--- config.mk ---
export PLATFORM = sky130hd
export DESIGN_NAME = keypad_scanner
export DESIGN_NICKNAME = d
export VERILOG_FILES = /design/src/rtl/keypad_pkg.sv /design/src/rtl/kp_frame_scan.sv /design/src/rtl/keypad_scanner.sv
export SDC_FILE = /design/constraint.sdc
export NUM_CORES = 1
export LEC_CHECK = 0
export CAP_MARGIN = 5
export CORE_MARGIN = 8
export CORE_UTILIZATION = 52
export CTS_CLUSTER_DIAMETER = 80
export DETAILED_ROUTE_END_ITERATION = 12
export GPL_ROUTABILITY_DRIVEN = 1
export PLACE_DENSITY = 0.77
export SETUP_SLACK_MARGIN = 0.3
export SYNTH_ARGS = -nofsm -noshare
export SYNTH_HDL_FRONTEND = slang
export SYNTH_SLANG_ARGS = --single-unit
--- constraint.sdc ---
create_clock -name clk -period 3.22 [get_ports clk]
set_input_delay 0.644 -clock clk [delete_from_list [all_inputs] [get_ports clk]]
set_output_delay 0.644 -clock clk [all_outputs]
set_load 0.1 [all_outputs]
--- src/rtl/keypad_pkg.sv ---
// Shared types and sizes for the 4x4 matrix keypad scanner.
package keypad_pkg;

    localparam int unsigned NUM_ROWS = 4;
    localparam int unsigned NUM_COLS = 4;
    localparam int unsigned ROW_W    = 2;
    localparam int unsigned COL_W    = 2;
    localparam int unsigned CODE_W   = ROW_W + COL_W;
    localparam int unsigned CNT_W    = 4;

    typedef enum logic [1:0] {
        FRAME_NONE   = 2'd0,
        FRAME_SINGLE = 2'd1,
        FRAME_MULTI  = 2'd2
    } frame_class_e;

    typedef enum logic [1:0] {
        ST_IDLE    = 2'd0,
        ST_CONFIRM = 2'd1,
        ST_PRESSED = 2'd2,
        ST_RELEASE = 2'd3
    } state_e;

    // Closure count is saturated at 2, so 2 or more means several keys.
    function automatic frame_class_e frame_class_of(input logic [1:0] closures);
        case (closures)
            2'd0:    return FRAME_NONE;
            2'd1:    return FRAME_SINGLE;
            default: return FRAME_MULTI;
        endcase
    endfunction

endpackage

--- src/rtl/kp_frame_scan.sv ---
// Column drive, per-column row sampling and whole-frame classification.
// Frame result is valid combinationally during the tick that closes the frame.
module kp_frame_scan
    import keypad_pkg::*;
(
    input  logic                clk,
    input  logic                rst,
    input  logic                scan_tick,
    input  logic [NUM_ROWS-1:0] row_sync,
    output logic [NUM_COLS-1:0] keyboard_col,
    output logic                frame_done,
    output frame_class_e        frame_class,
    output logic [CODE_W-1:0]   frame_code
);

    logic [COL_W-1:0]    index_q, index_d;
    logic [NUM_COLS-1:0] col_q;
    logic [1:0]          acc_cnt_q, acc_cnt_d;
    logic [CODE_W-1:0]   acc_code_q, code_d;
    logic [1:0]          hits;
    logic [ROW_W-1:0]    hit_row;

    // Closures on the currently driven column, saturated at 2.
    always_comb begin
        hits    = 2'd0;
        hit_row = '0;
        for (int r = 0; r < NUM_ROWS; r++) begin
            if (!row_sync[r]) begin
                if (hits == 2'd0) hit_row = ROW_W'(r);
                if (hits != 2'd2) hits = hits + 2'd1;
            end
        end
    end

    always_comb begin
        index_d = index_q + COL_W'(1);
        if (acc_cnt_q == 2'd0)      acc_cnt_d = hits;
        else if (acc_cnt_q == 2'd1) acc_cnt_d = (hits == 2'd0) ? 2'd1 : 2'd2;
        else                        acc_cnt_d = 2'd2;
        code_d = (acc_cnt_q == 2'd1) ? acc_code_q : {hit_row, index_q};
    end

    assign frame_done   = scan_tick && (index_q == COL_W'(NUM_COLS - 1));
    assign frame_class  = frame_class_of(acc_cnt_d);
    assign frame_code   = code_d;
    assign keyboard_col = col_q;

    always_ff @(posedge clk or posedge rst) begin
        if (rst) begin
            index_q    <= '0;
            col_q      <= {{(NUM_COLS - 1){1'b1}}, 1'b0};
            acc_cnt_q  <= 2'd0;
            acc_code_q <= '0;
        end else if (scan_tick) begin
            index_q <= index_d;
            col_q   <= ~(NUM_COLS'(1) << index_d);
            if (frame_done) begin
                acc_cnt_q  <= 2'd0;
                acc_code_q <= '0;
            end else begin
                acc_cnt_q  <= acc_cnt_d;
                acc_code_q <= code_d;
            end
        end
    end

endmodule

--- src/rtl/keypad_scanner.sv ---
// 4x4 keypad scanner: row synchronizer, frame scanner and press/release debounce FSM.
module keypad_scanner
    import keypad_pkg::*;
#(
    parameter int unsigned DEBOUNCE_FRAMES = 3
) (
    input  logic                clk,
    input  logic                rst,
    input  logic                scan_tick,
    input  logic [NUM_ROWS-1:0] keyboard_row,
    output logic [NUM_COLS-1:0] keyboard_col,
    output logic                key_valid,
    output logic [CODE_W-1:0]   key_code,
    output logic                key_pressed
);

    localparam logic [CNT_W-1:0] DF_C = CNT_W'(DEBOUNCE_FRAMES);

    logic [NUM_ROWS-1:0] row_meta_q, row_sync_q;
    logic                frame_done;
    frame_class_e        frame_class;
    logic [CODE_W-1:0]   frame_code;

    state_e              state_q;
    logic [CODE_W-1:0]   cand_q, key_code_q;
    logic [CNT_W-1:0]    cnt_q, cnt_inc;
    logic                key_valid_q, key_pressed_q;
    logic                is_none, is_single, same_key;

    always_ff @(posedge clk or posedge rst) begin
        if (rst) begin
            row_meta_q <= '1;
            row_sync_q <= '1;
        end else begin
            row_meta_q <= keyboard_row;
            row_sync_q <= row_meta_q;
        end
    end

    kp_frame_scan u_frame_scan (
        .clk          (clk),
        .rst          (rst),
        .scan_tick    (scan_tick),
        .row_sync     (row_sync_q),
        .keyboard_col (keyboard_col),
        .frame_done   (frame_done),
        .frame_class  (frame_class),
        .frame_code   (frame_code)
    );

    assign cnt_inc   = cnt_q + CNT_W'(1);
    assign is_none   = (frame_class == FRAME_NONE);
    assign is_single = (frame_class == FRAME_SINGLE);
    assign same_key  = is_single && (frame_code == key_code_q);

    // Debounce FSM; advances only on the cycle a frame closes.
    always_ff @(posedge clk or posedge rst) begin
        if (rst) begin
            state_q       <= ST_IDLE;
            cand_q        <= '0;
            cnt_q         <= '0;
            key_code_q    <= '0;
            key_valid_q   <= 1'b0;
            key_pressed_q <= 1'b0;
        end else begin
            key_valid_q <= 1'b0;
            if (frame_done) begin
                case (state_q)
                    ST_IDLE: begin
                        if (is_single) begin
                            cand_q <= frame_code;
                            if (DF_C == CNT_W'(1)) begin
                                state_q       <= ST_PRESSED;
                                key_code_q    <= frame_code;
                                key_valid_q   <= 1'b1;
                                key_pressed_q <= 1'b1;
                                cnt_q         <= '0;
                            end else begin
                                state_q <= ST_CONFIRM;
                                cnt_q   <= CNT_W'(1);
                            end
                        end
                    end
                    ST_CONFIRM: begin
                        if (is_single && (frame_code == cand_q)) begin
                            if (cnt_inc == DF_C) begin
                                state_q       <= ST_PRESSED;
                                key_code_q    <= frame_code;
                                key_valid_q   <= 1'b1;
                                key_pressed_q <= 1'b1;
                                cnt_q         <= '0;
                            end else begin
                                cnt_q <= cnt_inc;
                            end
                        end else if (is_single) begin
                            cand_q <= frame_code;
                            cnt_q  <= CNT_W'(1);
                        end else begin
                            state_q <= ST_IDLE;
                            cnt_q   <= '0;
                        end
                    end
                    ST_PRESSED: begin
                        if (!same_key) begin
                            if (is_none && (DF_C == CNT_W'(1))) begin
                                state_q       <= ST_IDLE;
                                key_pressed_q <= 1'b0;
                                cnt_q         <= '0;
                            end else begin
                                state_q <= ST_RELEASE;
                                cnt_q   <= is_none ? CNT_W'(1) : CNT_W'(0);
                            end
                        end
                    end
                    ST_RELEASE: begin
                        if (is_none) begin
                            if (cnt_inc >= DF_C) begin
                                state_q       <= ST_IDLE;
                                key_pressed_q <= 1'b0;
                                cnt_q         <= '0;
                            end else begin
                                cnt_q <= cnt_inc;
                            end
                        end else if (same_key) begin
                            state_q <= ST_PRESSED;
                            cnt_q   <= '0;
                        end else begin
                            cnt_q <= '0;
                        end
                    end
                    default: state_q <= ST_IDLE;
                endcase
            end
        end
    end

    assign key_valid   = key_valid_q;
    assign key_code    = key_code_q;
    assign key_pressed = key_pressed_q;

endmodule

# After elaboration in Yosys (flattened, before gate mapping)
# Index checks and enable logic that the tools add are counted.
[totals] register_bits=36 input_bits=7 output_inout_bits=10 elab_cells=112
[classes] addsub=5 order_cmp=1 n_eq_ne=24 n_shift=1 mux=50 bitwise_logic=1 reduce_logical=18
[ops] op="2-to-1 mux 2 bit" n=23
[ops] op="2-to-1 mux 4 bit" n=10
[ops] op="inequality test 2 bit (second input constant)" n=9
[ops] op="zero test 2 bit" n=8
[ops] op="case mux 4 bit (4 select lines)" n=1
[ops] op="2-to-1 mux 1 bit" n=12
[ops] op="inequality test 3 bit (second input constant)" n=4
[ops] op="equality test 2 x 1 -> 1 bit (second input constant)" n=4
[ops] op="equality test 4 bit" n=2
[ops] op="case mux 2 bit (4 select lines)" n=1
[ops] op="case mux 4 bit (2 select lines)" n=1
[ops] op="AND reduction 7 bit" n=1
[ops] op="adder 2 x 1 -> 2 bit (second input constant)" n=3
[ops] op="equality test 2 bit (second input constant)" n=3
[ops] op="AND reduction 3 bit" n=2
[ops] op="AND reduction 6 bit" n=1
[ops] op="adder 4 x 1 -> 4 bit (second input constant)" n=1
[ops] op="equality test 4 x 2 -> 1 bit (second input constant)" n=1
[ops] op="greater-or-equal comparator 4 x 2 -> 1 bit (second input constant)" n=1
[ops] op="NOT 4 bit" n=1
[ops] op="case mux 2 bit (2 select lines)" n=1
[ops] op="AND reduction 4 bit" n=1
[ops] op="nonzero test 2 bit" n=2
[ops] op="<< shifter 1 x 2 -> 4 bit (first input constant)" n=1
[ops] op="other kinds (4)" n=6

# Logic depth before layout (Yosys ltp)
[logic_depth] ltp_word=21 mapped_depth=15 ltp_nobuf=13

# Cells and area by module
# Synthesis repeated with hierarchy kept, for this count alone.
[unflattened] cells_unflattened=190 area_unflattened_um2=2029.4
[by_module_without_submodules] module="keypad_scanner" n_inst=1 cells_each=103 area_per_inst_um2=1237.4 seq_area_each_um2=610.6
[by_module_without_submodules] module="kp_frame_scan" n_inst=1 cells_each=87 area_per_inst_um2=792.0 seq_area_each_um2=304.0

# Least setup slack after synthesis
# No wires, ideal clock.
[synth_path] kind="reg2reg" startpoint="reg row_sync_q[0]" endpoint="reg key_code_q[0] (netlist: key_code[0])" setup_time_ns=0.127 arrival_ns=3.108 required_ns=3.093 slack_ns=-0.015 path_stages_with_launch=14 n_path_buf=1 synth_period_minus_slack_ns=3.235 path_cell_list="dfstp_2 > inv_1 > ha_1 > mux2_4 > inv_2 > ha_1 > nor2b_2 > a311oi_4 > nand2_2 > or3_4 > nor2_2 > and3_1 > buf_6 > mux2_4"
[synth_via] elab_chain_cells=19 word_cells_on_any_way=34 classes_between="3 x add/sub; 6 x eq/ne; 18 x mux; 7 x reduce/logical"
[synth_rtl] item="from (decl)" line="keypad_scanner.sv:19" rtl="logic [NUM_ROWS-1:0] row_meta_q, row_sync_q;"
[synth_rtl] item="from (signal assigned)" line="keypad_scanner.sv:36" rtl="row_sync_q <= row_meta_q;"
[synth_rtl] item="2-to-1 mux 1 bit *" line="kp_frame_scan.sv:28" rtl="if (!row_sync[r]) begin"
[synth_rtl] item="adder 1 x 1 -> 2 bit / inequality test 1 x 2 -> 1 bit (equally long branches)" line="kp_frame_scan.sv:30" rtl="if (hits != 2'd2) hits = hits + 2'd1;"
[synth_rtl] item="2-to-1 mux 2 bit" line="kp_frame_scan.sv:30"
[synth_rtl] item="2-to-1 mux 2 bit" line="kp_frame_scan.sv:28"
[synth_rtl] item="adder 2 x 1 -> 2 bit / inequality test 2 bit (equally long branches)" line="kp_frame_scan.sv:30"
[synth_rtl] item="2-to-1 mux 2 bit" line="kp_frame_scan.sv:30"
[synth_rtl] item="2-to-1 mux 2 bit" line="kp_frame_scan.sv:28"
[synth_rtl] item="adder 2 x 1 -> 2 bit / inequality test 2 bit (equally long branches)" line="kp_frame_scan.sv:30"
[synth_rtl] item="[2 not listed]"
[synth_rtl] item="zero test 2 bit" line="kp_frame_scan.sv:38" rtl="else if (acc_cnt_q == 2'd1) acc_cnt_d = (hits == 2'd0) ? 2'd1 : 2'd2;"
[synth_rtl] item="2-to-1 mux 2 bit (2 in a row)" line="kp_frame_scan.sv:38"
[synth_rtl] item="2-to-1 mux 2 bit" line="kp_frame_scan.sv:37" rtl="if (acc_cnt_q == 2'd0) acc_cnt_d = hits;"
[synth_rtl] item="equality test 2 x 1 -> 1 bit / zero test 2 bit (equally long branches)" line="keypad_pkg.sv:26" rtl="case (closures)"
[synth_rtl] item="case mux 2 bit (2 select lines)" line="keypad_pkg.sv:26"
[synth_rtl] item="equality test 2 x 1 -> 1 bit" line="keypad_scanner.sv:53" rtl="assign is_single = (frame_class == FRAME_SINGLE);"
[synth_rtl] item="logical AND 1 bit *" line="keypad_scanner.sv:85" rtl="if (is_single && (frame_code == cand_q)) begin"
[synth_rtl] item="AND reduction 4 bit (no source line) *"
[synth_rtl] item="to (signal assigned)" line="keypad_scanner.sv:74" rtl="key_code_q <= frame_code;"
[synth_rtl] item="to (signal assigned)" line="keypad_scanner.sv:88" rtl="key_code_q <= frame_code;"
[synth_rtl] item="to (decl)" line="keypad_scanner.sv:25" rtl="logic [CODE_W-1:0] cand_q, key_code_q;"
# Every way passes the cells marked *; elsewhere a longest branch is shown, timed or not.
# A chain may end at the register's enable or synchronous reset.

# Final worst setup path
[layout_path] startpoint="reg row_sync_q[1]" endpoint="reg key_code_q[2] (netlist: key_code[2])"
[layout_via] elab_chain_cells=16 word_cells_on_any_way=28 classes_between="2 x add/sub; 5 x eq/ne; 15 x mux; 6 x reduce/logical"
[layout_rtl] item="2-to-1 mux 2 bit" line="kp_frame_scan.sv:28"
[layout_rtl] item="adder 2 x 1 -> 2 bit / inequality test 2 bit (equally long branches)" line="kp_frame_scan.sv:30"
[layout_rtl] item="2-to-1 mux 2 bit" line="kp_frame_scan.sv:30"
[layout_rtl] item="2-to-1 mux 2 bit" line="kp_frame_scan.sv:28"
[layout_rtl] item="adder 2 x 1 -> 2 bit / inequality test 2 bit (equally long branches)" line="kp_frame_scan.sv:30"
[layout_rtl] item="2-to-1 mux 2 bit" line="kp_frame_scan.sv:30"
[layout_rtl] item="2-to-1 mux 2 bit" line="kp_frame_scan.sv:28"
[layout_rtl] item="zero test 2 bit" line="kp_frame_scan.sv:38"
[layout_rtl] item="2-to-1 mux 2 bit (2 in a row)" line="kp_frame_scan.sv:38"
[layout_rtl] item="2-to-1 mux 2 bit" line="kp_frame_scan.sv:37"
[layout_rtl] item="equality test 2 x 1 -> 1 bit / zero test 2 bit (equally long branches)" line="keypad_pkg.sv:26"
[layout_rtl] item="case mux 2 bit (2 select lines)" line="keypad_pkg.sv:26"
[layout_rtl] item="equality test 2 x 1 -> 1 bit" line="keypad_scanner.sv:53"
[layout_rtl] item="logical AND 1 bit" line="keypad_scanner.sv:85"
[layout_rtl] item="AND reduction 4 bit (no source line)"
# Several ways; a longest one is shown, not always the timed one.

==> results.py <==
metrics = {
    "worst_setup_path": {
        "crit_path_start_kind": "register",
        "worstPathRequired_ns": 3.40,
        "arrival_ns": 3.21,
        "r2r-end": "key_code[2]$_DFFE_PP0P_",
        "r2r_start": "row_sync_q[1]$_DFF_PP1_",
        "slowest_stage": "dfstp_2",
        "crit_fanout": 6,
        "critical_path_class": "reg -> reg",
        "crit_path_start": "row_sync_q[1]$_DFF_PP1_",
        "end_kind": "register",
        "reg2reg_slack_ns": 0.18,
        "crit_chain": "inv_2, ha_4, mux2_4, inv_4, ha_4, nor2b_4, a311oi_4, nand2_2, or3_4, nor2_4, and3_4, mux2_4",
        "slowest_delay_ns": 0.55,
        "reg2regPathDepth": 12,
    },
    "power": {
        "clockPowerShare": 0.177,
        "comb_power_share": 0.423,
        "switching_power_uw": 765,
        "vdd_ir_drop_max_uv": 571,
        "power_density_nw_per_um2": 688,
        "sequentialPowerShare": 0.400,
        "leakage_uw": 0.00111,
        "p_int_uw": 1040,
        "swShare": 0.424,
    },
    "timing": {
        "worst_slew_pin_slew_ns": 0.459,
        "finalMaxSlewViolations": 0,
        "setup_viol": 0,
        "slew_headroom": 0.694,
        "post-route-period-util": 0.943,
        "tns_ns": 0,
        "fmax_mhz": 329,
        "fin_crit_ns": 3.04,
        "rsz0062_at_grt": "true",
        "clock_skew_ns": 0.0116,
        "hold_viol_final": 0,
    },
    "cts": {
        "insertion_delay_ns": 0.29,
        "clock_path_buffers": 2,
        "cts_tree": "yes",
        "numCtsBuffers": 5,
        "clkSinkCount": 36,
        "clockRootBuffer": "clkbuf_8",
        "clkSlewWorstSetupHoldPaths_ns": 0.07,
        "htreeDepth": 2,
    },
    "place": {
        "hpwl_um": 3100,
        "dp.cells": 272,
        "portBuffers": 16,
        "gp_congestion": 0.854,
    },
    "grt": {
        "grt_max_degree": 37,
        "grt_pass1_wl_um": 7340,
        "grt_pass1_vias": 1576,
        "antenna_found_initial": 0,
        "globalRouteOverflowTotal": 0,
        "gr-usage-all-layers": 0.142,
    },
    "min_path": {
        "min_path_cells": 0,
        "hold_class": "reg -> reg",
        "hp-start": "row_meta_q[3]$_DFF_PP1_",
        "min_to": "row_sync_q[3]$_DFF_PP1_",
    },
    "synthesis": {
        "syn_area_um2": 2170,
        "syn_area_per_cell_um2": 10.5,
        "ys.flop_type": "dfrtp_1",
        "ys_seq_area_frac": 0.421,
        "synth_seq_cells": 36,
        "netlist_instances": 207,
        "ys_types": 59,
        "synth_edf_count": 0,
        "yosysWarningCount": 0,
        "synth_nets": 225,
        "async_reset_ff_frac": 1.00,
    },
    "drt": {
        "remaining_drc_errors": 0,
        "wl_um": 4380,
        "ant_nets": 0,
        "drt-pass1-iter-count": 4,
        "vias": 1610,
        "via_per_inst": 5.53,
        "drtIter0Drc": 148,
        "wl_per_cell_um": 15.0,
    },
    "floorplan": {
        "core-area_um2": 4000,
        "die_y_um": 80.6,
        "start_util": 0.543,
        "io_pins": 17,
        "die-area_um2": 6500,
        "die_x_um": 80.6,
        "placementRows": 23,
    },
    "finish": {
        "diodes": 0,
        "final_nets": 258,
        "n_fill_cell": 316,
        "drive_gt1_frac": 0.361,
        "area_growth_pct": 20.9,
        "layout.cells.non_filler": 291,
    },
    "status": {
        "outcome": "completed",
    },
    "run": {
        "cap_violations": 0,
    },
}
[flip-flops by register name (all words and copies together) (netlist names)]
register                   count
key_code                       4
state_q                        2
cnt_q                          4
u_frame_scan.index_q           2
key_valid                      1
u_frame_scan.acc_cnt_q         2
cand_q                         4
row_sync_q                     4
row_meta_q                     4
u_frame_scan.keyboard_col      4
key_pressed                    1
u_frame_scan.acc_code_q        4
[power groups by stage]
stage          Combinational, µW  Sequential, µW  Clock [µW]
6_report                     763             723         319
3_5_place_dp                 723             727           0
5_1_grt                      831             739         350
3_3_place_gp                 710             727           0
2_1_floorplan                467             824           0
4_1_cts                      748             721         325
[routing by layer]
layer / part of all wire / global-route usage / up-vias
met4: 0.0089 / 0.0509 / 0
li1: - / - / 797
met2: 0.48 / 0.233 / 42
met1: 0.47 / 0.173 / 765
met5: 0 / 0 / -
met3: 0.043 / 0.0391 / 6
[cell families (layout without fill, tap and decap cells)]
family          count (synthesis)  count (layout)  share of synthesized area
simple gates                   62              62                      0.153
compound gates                 50              50                      0.193
flops                          36              36                      0.421
buf+inv                        25              59                     0.0524
mux                            12              12                     0.0732
fa+ha+maj                      11              11                     0.0634
xor+xnor                       11              11                     0.0444
[cell usage in the layout, fill, tap and decap left out, types with 4 or more instances in the layout]
cell             count
a21oi_1             10
buf_4               29
clkbuf_8             5
clkdlybuf4s50_1      6
dfrtp_1             25
dfstp_2             11
ha_1                 9
inv_1               12
mux2_2               5
mux2_4               4
nand2_1             10
nand2b_1             4
nor2_1              14
nor3_1               9
o21ai_0              7
xnor2_1              6
xor2_1               5
[final cells by class]
type                       count  area, µm²  area share
clock buffer                   6       72.6      0.0277
clock inverter                 2       12.5     0.00477
timing repair buffer          35        278       0.106
tap                           50       62.6      0.0238
sequential                    36        915       0.349
inverter                      16       62.6      0.0238
multi-input combinational    146       1220       0.465
[cells in the mapped netlist (2+ instances only)]
library cell | n | area, µm²
a22oi_2 | 2 | 25.0
mux2i_1 | 2 | 20.0
buf_6 | 2 | 22.5
o22ai_1 | 3 | 18.8
inv_1 | 15 | 56.3
and2_1 | 3 | 18.8
mux2_2 | 5 | 56.3
nor2_1 | 15 | 56.3
xor2_1 | 5 | 43.8
nor4_1 | 2 | 12.5
dfrtp_1 | 25 | 626
o21ai_0 | 9 | 45.0
o2111ai_1 | 2 | 17.5
xnor2_1 | 6 | 52.6
nor2b_1 | 4 | 25.0
a32o_1 | 2 | 20.0
nand2b_1 | 5 | 31.3
nand3_1 | 3 | 15.0
clkbuf_1 | 4 | 15.0
o21ai_1 | 2 | 10.0
ha_1 | 11 | 138
nor3_1 | 10 | 50.1
o21a_1 | 2 | 15.0
nand2_1 | 10 | 37.5
a21oi_1 | 10 | 50.1
a21o_1 | 2 | 15.0
dfstp_2 | 11 | 289
mux2_4 | 4 | 60.1
[worst max-delay path by stage]
stage | end | slack [ns] | cells after the start
after floorplan | key_code[0]$_DFFE_PP0P_ | 0.11 | 13
after global placement | key_code[0]$_DFFE_PP0P_ | 0.11 | 12
after detailed placement | key_code[2]$_DFFE_PP0P_ | 0.04 | 12
after CTS | key_code[2]$_DFFE_PP0P_ | 0.17 | 12
after global routing | cnt_q[0]$_DFFE_PP0P_ | 0.1 | 13
final | key_code[2]$_DFFE_PP0P_ | 0.18 | 12
[stage by stage]
step / hold WS (ns) / total power, µW / area, µm² / utilization / setup slack, ns
after floorplan: 0.345 / 1290 / 2200 / - / 0.114
after global placement: 0.346 / 1440 / 2410 / 0.602 / 0.113
after detailed placement: 0.347 / 1450 / 2410 / 0.602 / 0.0386
after CTS: 0.358 / 1800 / 2570 / 0.643 / 0.169
after global routing: 0.359 / 1920 / 2620 / 0.656 / 0.0965
final: 0.357 / 1800 / 2620 / 0.656 / 0.185
[timing repair]
action | in CTS | in global routing
gates cloned | 0 | 0
endpoints found under the setup margin | 10 | 13
gates resized for setup | 6 | 5
pin swaps | 7 | 11
setup buffers | 7 | 4
hold endpoints to repair | 0 | 0
hold buffers | 0 | 0
[worst max-delay path: cells and delay by family, from the launching register on]
family / cells / cell delay [ns]
simple gates: 5 / 0.99
mux: 2 / 0.59
flops: 1 / 0.55
fa+ha+maj: 2 / 0.40
compound gates: 1 / 0.26
buf+inv: 2 / 0.13
No activity file was read; power rests on OpenSTA's default activity.
